## config.mk

```make
export PLATFORM = sky130hd
export DESIGN_NAME = nibble_add_seq_flat
export DESIGN_NICKNAME = d
export VERILOG_FILES = /design/src/rtl/nibble_add_seq_if.sv /design/src/rtl/nibble_add_seq.sv /design/src/flat_wrapper.sv
export SDC_FILE = /design/constraint.sdc
export NUM_CORES = 1
export LEC_CHECK = 0
export BUFFER_PORTS_ARGS = -buffer_cell sky130_fd_sc_hd__buf_4
export CORE_MARGIN = 2
export CORE_UTILIZATION = 39
export CTS_CLUSTER_DIAMETER = 100
export DETAILED_ROUTE_END_ITERATION = 10
export GPL_ROUTABILITY_DRIVEN = 1
export PLACE_DENSITY = 0.71
export SLEW_MARGIN = 20
export SYNTH_ARGS = -nofsm -noshare
export SYNTH_HDL_FRONTEND = slang
export SYNTH_SLANG_ARGS = --single-unit
```

## constraint.sdc

```tcl
create_clock -name clk -period 1.9 [get_ports clk]
set_clock_uncertainty 0.2 [all_clocks]
set_input_delay 0.095 -clock clk [delete_from_list [all_inputs] [get_ports clk]]
set_output_delay 0.095 -clock clk [all_outputs]
set_load 0.02 [all_outputs]
```

## src/rtl/nibble_add_seq_if.sv

```systemverilog
// nibble_add_seq_if -- bundle of requester, adder-slice and consumer signals
// for the nibble-serial adder sequencer.
//
// Parameter: WIDTH  operand/result width in bits (multiple of 4, >= 4).
// Optional:  NIBBLE_ADD_SEQ_SUB_EN adds op_sub (subtract request).
//
// Signals:
//   in_valid/in_ready, op_a, op_b, op_cin  operand handshake
//   add_a, add_b, add_cin                  drive to the shared 4-bit slice
//   add_sum, add_cout                      combinational slice response
//   res_valid/res_ready, result, res_cout  result handshake
//   busy                                   operation in flight
//
// Modports: slave  = sequencer side
//           master = requester / consumer / slice side
interface nibble_add_seq_if #(
   parameter int WIDTH = 16
);
   logic             in_valid;
   logic             in_ready;
   logic [WIDTH-1:0] op_a;
   logic [WIDTH-1:0] op_b;
   logic             op_cin;
`ifdef NIBBLE_ADD_SEQ_SUB_EN
   logic             op_sub;
`endif
   logic [3:0]       add_a;
   logic [3:0]       add_b;
   logic             add_cin;
   logic [3:0]       add_sum;
   logic             add_cout;
   logic             res_valid;
   logic             res_ready;
   logic [WIDTH-1:0] result;
   logic             res_cout;
   logic             busy;

   modport slave (
`ifdef NIBBLE_ADD_SEQ_SUB_EN
      input  op_sub,
`endif
      input  in_valid, op_a, op_b, op_cin, add_sum, add_cout, res_ready,
      output in_ready, add_a, add_b, add_cin, res_valid, result, res_cout, busy
   );

   modport master (
`ifdef NIBBLE_ADD_SEQ_SUB_EN
      output op_sub,
`endif
      output in_valid, op_a, op_b, op_cin, add_sum, add_cout, res_ready,
      input  in_ready, add_a, add_b, add_cin, res_valid, result, res_cout, busy
   );
endinterface

```

## src/rtl/nibble_add_seq.sv

```systemverilog
// nibble_add_seq -- computes a WIDTH-bit sum by sending one nibble per clock
// through an external 4-bit ripple-carry slice, LSB nibble first.
//
// Ports:
//   clk   rising-edge clock
//   rst   asynchronous active-high reset
//   bus   nibble_add_seq_if.slave (operand handshake, slice drive/response,
//         result handshake, busy)
//
// Parameter: WIDTH (multiple of 4, >= 4), default 16.
// Optional:  NIBBLE_ADD_SEQ_SUB_EN -- op_sub=1 captures ~op_b with carry
//            forced to 1, giving A-B (res_cout=1 means no borrow).
//
// state | meaning
// ------+------------------------------------------------------------
// IDLE  | in_ready=1, waiting for operands
// RUN   | one nibble per cycle through the slice, idx = current nibble
// DONE  | res_valid=1, result held until res_ready
module nibble_add_seq #(
   parameter int WIDTH = 16
) (
   input  logic                   clk,
   input  logic                   rst,
   nibble_add_seq_if.slave        bus
);
   localparam int NIB  = WIDTH / 4;
   localparam int IDXW = (NIB > 1) ? $clog2(NIB) : 1;
   localparam logic [IDXW-1:0] IDX_LAST = IDXW'(NIB - 1);

   if ((WIDTH % 4) != 0 || WIDTH < 4) begin : g_width_check
      $error("nibble_add_seq: WIDTH must be a multiple of 4 and at least 4");
   end

   typedef enum logic [1:0] {
      S_IDLE = 2'd0,
      S_RUN  = 2'd1,
      S_DONE = 2'd2
   } state_t;

   state_t           state_q, state_d;
   logic [IDXW-1:0]  idx_q, idx_d;
   logic             carry_q, carry_d;
   logic [WIDTH-1:0] a_q, a_d;
   logic [WIDTH-1:0] b_q, b_d;
   logic [WIDTH-1:0] result_q, result_d;
   logic             res_cout_q, res_cout_d;

   logic             last_nib;

   assign last_nib = (idx_q == IDX_LAST);

   always_ff @(posedge clk or posedge rst) begin
      if (rst) begin
         state_q    <= S_IDLE;
         idx_q      <= '0;
         carry_q    <= 1'b0;
         a_q        <= '0;
         b_q        <= '0;
         result_q   <= '0;
         res_cout_q <= 1'b0;
      end else begin
         state_q    <= state_d;
         idx_q      <= idx_d;
         carry_q    <= carry_d;
         a_q        <= a_d;
         b_q        <= b_d;
         result_q   <= result_d;
         res_cout_q <= res_cout_d;
      end
   end

   always_comb begin
      state_d = state_q;
      case (state_q)
         S_IDLE:  if (bus.in_valid)  state_d = S_RUN;
         S_RUN:   if (last_nib)      state_d = S_DONE;
         S_DONE:  if (bus.res_ready) state_d = S_IDLE;
         default:                    state_d = S_IDLE;
      endcase
   end

   // Datapath next-state: operand capture in IDLE, nibble write-back in RUN.
   always_comb begin
      idx_d      = idx_q;
      carry_d    = carry_q;
      a_d        = a_q;
      b_d        = b_q;
      result_d   = result_q;
      res_cout_d = res_cout_q;
      case (state_q)
         S_IDLE: begin
            if (bus.in_valid) begin
               a_d        = bus.op_a;
               idx_d      = '0;
               result_d   = '0;
               res_cout_d = 1'b0;
`ifdef NIBBLE_ADD_SEQ_SUB_EN
               b_d        = bus.op_sub ? ~bus.op_b : bus.op_b;
               carry_d    = bus.op_sub ? 1'b1 : bus.op_cin;
`else
               b_d        = bus.op_b;
               carry_d    = bus.op_cin;
`endif
            end
         end
         S_RUN: begin
            result_d[4*int'(idx_q) +: 4] = bus.add_sum;
            carry_d = bus.add_cout;
            if (last_nib) begin
               // Park idx at 0 rather than stepping past the last nibble.
               idx_d      = '0;
               res_cout_d = bus.add_cout;
            end else begin
               idx_d = idx_q + IDXW'(1);
            end
         end
         default: ;
      endcase
   end

   always_comb begin
      bus.in_ready  = (state_q == S_IDLE);
      bus.busy      = (state_q != S_IDLE);
      bus.res_valid = (state_q == S_DONE);
      bus.result    = result_q;
      bus.res_cout  = res_cout_q;
      bus.add_a     = 4'd0;
      bus.add_b     = 4'd0;
      bus.add_cin   = 1'b0;
      if (state_q == S_RUN) begin
         bus.add_a   = a_q[4*int'(idx_q) +: 4];
         bus.add_b   = b_q[4*int'(idx_q) +: 4];
         bus.add_cin = carry_q;
      end
   end
endmodule

```

## src/flat_wrapper.sv

```systemverilog
// flat-port wrapper written by rule: the top's interface ports become plain ports
module nibble_add_seq_flat 
#(
   parameter int WIDTH = 16
)
  (clk, rst, bus_in_valid, bus_op_a, bus_op_b, bus_op_cin, bus_add_sum, bus_add_cout, bus_res_ready, bus_in_ready, bus_add_a, bus_add_b, bus_add_cin, bus_res_valid, bus_result, bus_res_cout, bus_busy);
  nibble_add_seq_if #(.WIDTH(WIDTH)) bus_i ();
  input  logic clk;
  input  logic rst;
  input wire logic [$bits(bus_i.in_valid)-1:0] bus_in_valid;
  input wire logic [$bits(bus_i.op_a)-1:0] bus_op_a;
  input wire logic [$bits(bus_i.op_b)-1:0] bus_op_b;
  input wire logic [$bits(bus_i.op_cin)-1:0] bus_op_cin;
  input wire logic [$bits(bus_i.add_sum)-1:0] bus_add_sum;
  input wire logic [$bits(bus_i.add_cout)-1:0] bus_add_cout;
  input wire logic [$bits(bus_i.res_ready)-1:0] bus_res_ready;
  output wire logic [$bits(bus_i.in_ready)-1:0] bus_in_ready;
  output wire logic [$bits(bus_i.add_a)-1:0] bus_add_a;
  output wire logic [$bits(bus_i.add_b)-1:0] bus_add_b;
  output wire logic [$bits(bus_i.add_cin)-1:0] bus_add_cin;
  output wire logic [$bits(bus_i.res_valid)-1:0] bus_res_valid;
  output wire logic [$bits(bus_i.result)-1:0] bus_result;
  output wire logic [$bits(bus_i.res_cout)-1:0] bus_res_cout;
  output wire logic [$bits(bus_i.busy)-1:0] bus_busy;
  assign bus_i.in_valid = bus_in_valid;
  assign bus_i.op_a = bus_op_a;
  assign bus_i.op_b = bus_op_b;
  assign bus_i.op_cin = bus_op_cin;
  assign bus_i.add_sum = bus_add_sum;
  assign bus_i.add_cout = bus_add_cout;
  assign bus_i.res_ready = bus_res_ready;
  assign bus_in_ready = bus_i.in_ready;
  assign bus_add_a = bus_i.add_a;
  assign bus_add_b = bus_i.add_b;
  assign bus_add_cin = bus_i.add_cin;
  assign bus_res_valid = bus_i.res_valid;
  assign bus_result = bus_i.result;
  assign bus_res_cout = bus_i.res_cout;
  assign bus_busy = bus_i.busy;
  nibble_add_seq #(.WIDTH(WIDTH)) u_core (.clk(clk), .rst(rst), .bus(bus_i));
endmodule
```

==> results.toml, run 1 <==
[outcome]
status = "finished, violations left"
violations = "negative setup slack"

[critical_path]
critPathKind = "register to output port"
crit_slowest_cell = "mux4_2"
cp-startpoint = "u_core.idx_q[0]$_DFFE_PP0P_"
path_buf_inv = 2
cp_common_cell = "buf_6"
r2r_cells = 6
crit_fanout = 6
cp_num_cells = 4
cp-start-kind = "register"
worstPathCellList = "buf_6 > mux4_2 > and2_4 > buf_6"
max_stage_delay_ns = 0.50
worst-r2r-setup-slack_ns = 0.15
crit_arrival_ns = 1.63
crit_path_end = "bus_add_a[0]"
crit_family = "multiplexers"
r2r_end = "u_core.bus.result[8]$_DFFE_PP0P_"
crit_required_ns = 1.60
r2r_start = "u_core.idx_q[1]$_DFFE_PP0P_"
end_kind = "output port"

[place]
hpwl_um = 4106
post-place-ws_ns = 0.2457
place.gp.congestion = 0.7613
port_buffers = 70
place_area_um2 = 3176

[floorplanning]
die-area_um2 = 7150
dieWidth_um = 84.56
io_pins = 71
die_height_um = 84.56
start_util_pct = 40.09
rows = 29
core-area_um2 = 6314

[logic_synthesis]
ys_top_cells_by_area = "dfrtp_1 53%, nand2_1 15%, mux4_2 7.1%, a22o_1 5.9%, ha_1 3.0%"
synth_area_per_cell_um2 = 10.46
syn_area_um2 = 2531
synthArstFlopShare_pct = 100.0
synth-seq-cells = 54
synth_top_area_share_pct = 53.39
synth_edf_count = 0
yosysTopAreaCell = "dfrtp_1"
syn_nets = 290
synthCells = 242
ys_warn_count = 0
synth_ff_type = "dfrtp_1"
ys_seq_area_share_pct = 53.39
synth.distinct_cells = 24

[timing]
maxSlewViolCount = 0
setup_tns_ns = -0.08582
setup_viol = 6
hold_violations = 0
slew_headroom_pct = 65.77
min_period_ns = 1.925
fin_ws_ns = -0.02513
timing.fmax_mhz = 519.4
rsz0062_at_grt = "yes"
worst_slew_pin_slew_ns = 0.5134
min_period_over_period_pct = 101.3

[clock_tree]
cts_buffers = 5
cts_tree = "done"
cts.sinks = 54
htreeDepth = 2
clk_pin_slew_worst_paths_ns = 0.09
cts_buffer_depth = 2
worstSkewPairLatency_ns = 0.30
cts_root_buf = "clkbuf_8"

[route]
drc = 0
ant_nets = 0
met3WireLength_um = 184
wl_per_cell_um = 13.63
m1WireLength_um = 2586
first_iter_violations = 81
maxUsedRoutingLayer = "met4"
via_per_inst = 4.804
dr.pass1.iters = 4
wirelength_um = 5983
vias = 2109
wl_met2_um = 3079

[power]
p_seq_share_pct = 34.1
p_sw_w = 0.002183
total_power_w = 0.005604
power_per_cell_area_nw_per_um2 = 1497
combPwrFrac_pct = 55.4
vdd_ir_drop_max_mv = 0.7830
p_leak_nw = 1.923
p_int_w = 0.003421
pwr-share-clk_pct = 10.5
netSwitchingFraction_pct = 38.96

[global_routing]
gr-total-overflow = 0
grt_pass1_wl_um = 10220
grt_pass1_vias = 2160
track_usage_pct = 17.93
antenna_found_initial = 0
grt_max_degree = 29

[flow_run]
cap_violations = 0

[final_layout]
final_common_cell = "nand2_1"
final_cell_mix = "103 x nand2_1, 76 x buf_4, 54 x dfrtp_1"
fillers = 529
antenna_cells = 0
drive_above_1_share_pct = 32.32
area_growth_pct = 47.85
nNetsFinal = 410
finalCoreUtilization_pct = 59.27
fin_area_um2 = 3742

[min_path]
hp-start = "bus_in_valid"
min_path_type = "input port to register"
[cells in the mapped netlist, drive strengths merged (2+ instances only)]
cell type,n
dfrtp,54
nor2b,2
nand3,3
buf,13
nor4,3
ha,6
nand2,103
a22o,17
o21ai,2
nand2b,3
a21o,4
inv,6
mux4,8
and2,9
[worst min-delay path, stage by stage]
cell	delay, ns
buf_4	0.12
nor3b_4	0.18
nand2_1	0.07
nand2_1	0.04
[final cells by class]
type	instances	area [um^2]	area share [%]
Clock inverter	2	10.01	0.2675
Sequential cell	54	1351	36.11
Inverter	6	22.52	0.6018
Timing Repair Buffer	127	1104	29.49
Multi-Input combinational cell	168	1090	29.12
Clock buffer	5	68.82	1.839
Tap cell	77	96.34	2.574
[routing by layer]
layer | global-route usage (%) | vias up
met5 | 0 | -
met4 | 7.071 | 0
met3 | 2.753 | 9
met2 | 30.85 | 39
met1 | 22.76 | 1019
li1 | - | 1042
[per-stage QoR]
step / hold WS, ns / instances
floorplan: 0.0004352 / 242
global placement: -0.01780 / 388
detailed placement: -0.01560 / 388
CTS: 0.02566 / 438
global route: 0.03943 / 439
finish: 0.02665 / 439
[kinds of logic after synthesis]
family | share of synthesized area, %
flops | 53.39
simple gates | 23.28
mux | 7.118
compound gates | 8.651
buf+inv | 4.597
fa+ha+maj | 2.966
[state kept, by name, summed over array words and instances, names as in the netlist]
register	count
u_core.a_q	16
u_core.bus.result	16
u_core.idx_q	2
u_core.bus.res_cout	1
u_core.b_q	16
u_core.state_q	2
u_core.carry_q	1
[power by group through the flow]
stage          Sequential, W  Combinational [W]  Clock, W
2_1_floorplan        0.00198            0.00181         0
3_3_place_gp         0.00190            0.00275         0
3_5_place_dp         0.00193            0.00280         0
4_1_cts              0.00191            0.00312  0.000608
5_1_grt              0.00196            0.00341  0.000653
6_report             0.00191            0.00311  0.000589
[repair_timing]
action                                  CTS  global route
cloned                                    0             0
resized for setup                        17             1
pin swaps                                 7             0
hold endpoints to repair                105             0
hold buffers                             40             0
endpoints found under the setup margin    8             9
buffers inserted                          3             1
[worst min-delay path by stage]
stage | end | cells after the start
global placement | u_core.b_q[1]$_DFFE_PP0P_ | 3
floorplan | u_core.a_q[0]$_DFFE_PP0P_ | 2
detailed placement | u_core.b_q[1]$_DFFE_PP0P_ | 3
CTS | u_core.b_q[6]$_DFFE_PP0P_ | 4
global route | u_core.b_q[14]$_DFFE_PP0P_ | 4
finish | u_core.b_q[6]$_DFFE_PP0P_ | 4
Note: power is estimated with default switching activity, not from simulation.
==> run 2: changes to the inputs <==
--- a/config.mk
+++ b/config.mk
@@ -10,8 +10,9 @@
 export CORE_UTILIZATION = 39
 export CTS_CLUSTER_DIAMETER = 100
 export DETAILED_ROUTE_END_ITERATION = 10
-export GPL_ROUTABILITY_DRIVEN = 1
+export GPL_ROUTABILITY_DRIVEN = 0
 export PLACE_DENSITY = 0.71
+export REMOVE_ABC_BUFFERS = 1
 export SLEW_MARGIN = 20
 export SYNTH_ARGS = -nofsm -noshare
 export SYNTH_HDL_FRONTEND = slang
==> run 2 against run 1 <==
  * The run still ends with negative setup slack left
  * Highest routed layer unchanged
  * First-iteration DRC count rose by 22%
  * Final cell count fell by 0.23%
  * Largest cell class unchanged
  * Clock-buffer cell count did not move
  * Setup slack got worse by 0.032 ns
  * Global-route usage fell by 0.20 points
  * Sequential share of layout area fell by 0.25 points
  * Via count fell by 0.28%
==> results.toml, run 2 (synthesis gave the netlist of run 1 again) <==
[timing]
slew_headroom_pct = 70.98
fin_ws_ns = -0.05680
setup_viol = 7
min_period_ns = 1.957
maxSlewViolCount = 0
worst_slew_pin_slew_ns = 0.4353
hold_violations = 0
timing.fmax_mhz = 511.0
rsz0062_at_grt = "yes"
min_period_over_period_pct = 103.0

[final_layout]
drive_above_1_share_pct = 32.13
final_cell_mix = "103 x nand2_1, 73 x buf_4, 54 x dfrtp_1"
final_common_cell = "nand2_1"
antenna_cells = 0
area_growth_pct = 48.89
nNetsFinal = 408
fin_area_um2 = 3769

[route]
ant_nets = 0
drc = 0
vias = 2103
first_iter_violations = 99
wirelength_um = 6046
dr.pass1.iters = 4
wl_per_cell_um = 13.80
via_per_inst = 4.801

[floorplanning]
start_util_pct = 40.09
dieWidth_um = 84.56
die_height_um = 84.56
io_pins = 71
rows = 29
die-area_um2 = 7150
core-area_um2 = 6314

[min_path]
min_path_type = "input port to async pin"

[critical_path]
end_kind = "output port"
worstPathCellList = "buf_6 > mux4_2 > and2_4 > buf_6"
crit_slowest_cell = "mux4_2"
crit_fanout = 5
crit_arrival_ns = 1.66
max_stage_delay_ns = 0.50
critPathKind = "register to output port"
cp_common_cell = "buf_6"
crit_required_ns = 1.60
cp-start-kind = "register"

[global_routing]
gr-total-overflow = 0
grt_pass1_wl_um = 10100
grt_max_degree = 39
track_usage_pct = 17.73
grt_pass1_vias = 2181
antenna_found_initial = 0

[power]
vdd_ir_drop_max_mv = 0.6663
p_leak_nw = 1.937
power_per_cell_area_nw_per_um2 = 1534

[clock_tree]
clk_pin_slew_worst_paths_ns = 0.10
cts_tree = "done"
worstSkewPairLatency_ns = 0.31
cts_buffers = 5
cts_buffer_depth = 2
cts_root_buf = "clkbuf_8"
cts.sinks = 54
htreeDepth = 2

[outcome]
violations = "negative setup slack"
status = "finished, violations left"

[place]
hpwl_um = 4121
post-place-ws_ns = 0.1773
place_area_um2 = 3168
port_buffers = 70

[flow_run]
cap_violations = 0
==> run 2: cell count changes in the layout (fill, tap and decap cells not counted) <==
cell / before / now
inv_1: 4 / 5
buf_6: 10 / 11
inv_2: 2 / 1
and2_1: 2 / 1
and2_4: 7 / 8
buf_4: 76 / 73
nor2b_4: 0 / 1
bufinv_16: 0 / 1
nor2b_2: 1 / 0
==> run 2: report_power, final <==
group          switching [W]  leakage, nW  internal [W]
sequential          0.000299        0.693       0.00163
clock               0.000371       0.0579      0.000388
combinational        0.00155         1.19       0.00154
total                0.00222         1.94       0.00356
==> run 2: metrics by stage <==
stage	setup TNS (ns)	power [W]	std cells	util [%]	hold WS, ns
floorplan	-4.975	0.003632	228	-	0.0004352
global placement	0	0.004633	387	50.18	-0.1071
detailed placement	0	0.004710	387	50.18	-0.1030
CTS	-0.4178	0.005811	438	59.61	0.1160
global route	-0.6851	0.006184	438	59.69	0.1256
finish	-0.2799	0.005782	438	59.69	0.1149
==> run 2: worst paths after layout <==
kind,start,endpoint,slack [ns],cells past startpoint
max in group asynchronous,rst,u_core.a_q[2]$_DFFE_PP0P_,0.87,4
worst max register to register,u_core.idx_q[0]$_DFFE_PP0P_,u_core.bus.result[14]$_DFFE_PP0P_,0.07,7
worst min-delay path,rst,u_core.bus.result[5]$_DFFE_PP0P_,0.11,3
worst max-delay path,u_core.idx_q[0]$_DFFE_PP0P_,bus_add_a[0],-0.06,4
min in group clk,bus_in_valid,u_core.idx_q[0]$_DFFE_PP0P_,0.15,4
worst min register to register,u_core.b_q[10]$_DFFE_PP0P_,u_core.b_q[10]$_DFFE_PP0P_,0.28,2
==> run 2: worst max-delay path: cells and delay by family (launching register included) <==
kind / cells / cell delay (ns)
AND/OR/NAND/NOR: 1 / 0.15
buffers and inverters: 2 / 0.28
multiplexers: 1 / 0.50
flip-flops: 1 / 0.42
==> run 2: repair_timing <==
| action | 4_1_cts | 5_1_grt |
|---|---|---|
| buffers inserted | 3 | 0 |
| endpoints found under the hold margin | 105 | 0 |
| pin swaps | 6 | 3 |
| setup endpoints to repair | 9 | 13 |
| hold buffers | 40 | 0 |
| gates resized for setup | 20 | 1 |
==> run 2: area by class of cell <==
cell class,instances,area (um^2)
fillers,531,2545
flip-flops and latches,54,1351
multi-input cells,168,1097
repair buffers,125,1092
well taps,77,96.34
clock buffers,5,68.82
clock inverters,3,40.04
inverters,6,22.52
==> run 2: metal layers <==
| metal | track usage [%] | vias to the layer above | wire (um) | share of wire (%) |
|---|---|---|---|---|
| met4 | 5.628 | 0 | 99 | 1.6 |
| met5 | 0 | - | 0 | 0 |
| met1 | 22.87 | 1009 | 2696 | 45 |
| met2 | 30.21 | 55 | 3019 | 50 |
| li1 | - | 1031 | - | - |
| met3 | 3.441 | 8 | 230 | 3.8 |
==> run 3: changes to the inputs <==
--- a/config.mk
+++ b/config.mk
@@ -11,7 +11,7 @@
 export CTS_CLUSTER_DIAMETER = 100
 export DETAILED_ROUTE_END_ITERATION = 10
 export GPL_ROUTABILITY_DRIVEN = 0
-export PLACE_DENSITY = 0.71
+export PLACE_DENSITY = 0.69
 export REMOVE_ABC_BUFFERS = 1
 export SLEW_MARGIN = 20
 export SYNTH_ARGS = -nofsm -noshare
==> constraint.sdc (replaced) <==
create_clock -name clk -period 2.5 [get_ports clk]
set_clock_uncertainty 0.2 [all_clocks]
set_input_delay 0.125 -clock clk [delete_from_list [all_inputs] [get_ports clk]]
set_output_delay 0.125 -clock clk [all_outputs]
set_load 0.02 [all_outputs]
==> run 3 against run 2 <==
  * The run now ends clean
  * Setup slack improved by 0.34 ns
  * Non-clock buffer count fell by 5
  * Register-to-register slack gained 0.21 ns
  * First-iteration DRC count down 32%
  * Critical endpoint is now u_core.carry_q$_DFFE_PP0P_
==> results.toml, run 3 (synthesis gave the netlist of run 1 again) <==
[outcome]
status = "completed"

[floorplanning]
start_util_pct = 40.09
dieWidth_um = 84.56
io_pins = 71
rows = 29
die-area_um2 = 7150
die_height_um = 84.56
core-area_um2 = 6314

[route]
via_per_inst = 4.804
ant_nets = 0
dr.pass1.iters = 4
wirelength_um = 5917
first_iter_violations = 67
drc = 0
vias = 2080
wl_per_cell_um = 13.67

[critical_path]
critPathKind = "register to register"
worstPathCellList = "nor2b_1 > buf_4 > a22oi_1 > dlygate4sd3_1 > nand2_1"
crit_fanout = 11
max_stage_delay_ns = 0.62
end_kind = "register"
crit_required_ns = 2.55
crit_family = "buffers and inverters"
crit_arrival_ns = 2.26
cp-start-kind = "register"
crit_slowest_cell = "dlygate4sd3_1"
path_buf_inv = 2

[final_layout]
antenna_cells = 0
nNetsFinal = 403
final_common_cell = "nand2_1"
fillers = 578
drive_above_1_share_pct = 28.09
area_growth_pct = 44.34
final_cell_mix = "103 x nand2_1, 79 x buf_4, 54 x dfrtp_1"

[timing]
setup_tns_ns = 0
min_period_ns = 2.218
slew_headroom_pct = 55.47
min_period_over_period_pct = 88.71
hold_violations = 0
worst_slew_pin_slew_ns = 0.6679
maxSlewViolCount = 0
fin_ws_ns = 0.2823
setup_viol = 0
timing.fmax_mhz = 450.9
rsz0062_at_grt = "no"

[power]
p_leak_nw = 1.870
total_power_w = 0.004146
vdd_ir_drop_max_mv = 0.6108
power_per_cell_area_nw_per_um2 = 1135

[clock_tree]
cts_repair_resize_count = 0
clk_pin_slew_worst_paths_ns = 0.10
cts_setup_buffers = 0
worstSkewPairLatency_ns = 0.31
cts_buffers = 5
cts.sinks = 54
cts_tree = "done"
cts_root_buf = "clkbuf_8"
htreeDepth = 2
cts_buffer_depth = 2

[global_routing]
grt_pass1_wl_um = 9846
track_usage_pct = 17.23
antenna_found_initial = 0
gr-total-overflow = 0
grt_max_degree = 55
grt_pass1_vias = 2090

[place]
hpwl_um = 3898
post-place-ws_ns = 0.5905
port_buffers = 70

[flow_run]
cap_violations = 0

[min_path]
min_path_type = "input port to register"
run 3: cell types whose count changed in the layout (fill, tap and decap cells not counted), sizes merged:
cell / previous run / this run
buf: 85 / 79
clkinv: 2 / 0
clkbuf: 5 / 6
clkinvlp: 0 / 1
dlygate4sd3: 40 / 41
run 3: final cells by class:
type | count | area [um^2] | area share (%)
tap | 77 | 96.34 | 2.637
clock inverter | 2 | 37.54 | 1.027
clock buffer | 6 | 72.57 | 1.986
multi-input combinational | 168 | 1070 | 29.28
sequential | 54 | 1351 | 36.99
timing repair buffer | 120 | 1003 | 27.47
inverter | 6 | 22.52 | 0.6164
run 3: worst min-delay path, stage by stage:
cell     delay (ns)
buf_4          0.12
nor3b_4        0.18
nand2_1        0.07
nand2_1        0.04
run 3: stage by stage:
stage / hold slack [ns] / std cells / area, um^2 / utilization (%)
2_1_floorplan: 0.03044 / 228 / 2437 / -
3_3_place_gp: 0.1179 / 384 / 3133 / 49.62
3_5_place_dp: 0.1178 / 384 / 3133 / 49.62
4_1_cts: 0.04793 / 433 / 3654 / 57.87
5_1_grt: 0.07609 / 433 / 3654 / 57.87
6_report: 0.05486 / 433 / 3654 / 57.87
run 3: worst paths after layout:
path,from,cells past startpoint,end,slack [ns]
min reg2reg,u_core.a_q[9]$_DFFE_PP0P_,2,u_core.a_q[9]$_DFFE_PP0P_,0.28
max in group asynchronous,rst,4,u_core.carry_q$_DFFE_PP0P_,1.30
max reg2reg,u_core.state_q[0]$_DFFE_PP0P_,5,u_core.carry_q$_DFFE_PP0P_,0.28
max,u_core.state_q[0]$_DFFE_PP0P_,5,u_core.carry_q$_DFFE_PP0P_,0.28
min,bus_in_valid,4,u_core.a_q[3]$_DFFE_PP0P_,0.05
min in group asynchronous,rst,4,u_core.bus.result[12]$_DFFE_PP0P_,0.36
run 3: power breakdown:
group	switching (W)	internal (W)
Clock	0.000282	0.000299
Sequential	0.000221	0.00124
Combinational	0.00113	0.000975
Total	0.00163	0.00252
run 3: repair_timing:
action	CTS	global route
hold buffers	41	0
endpoints found under the hold margin	105	0
endpoints found under the setup margin	0	0
run 3: layer usage:
| layer | track usage, % | share of wire [%] | wire length [um] | vias to the layer above |
|---|---|---|---|---|
| met5 | 0 | 0 | 0 | - |
| met4 | 4.762 | 0.79 | 47 | 0 |
| met3 | 3.736 | 3.9 | 230 | 4 |
| met2 | 28.70 | 49 | 2905 | 47 |
| met1 | 22.87 | 46 | 2733 | 1003 |
| li1 | - | - | - | 1026 |
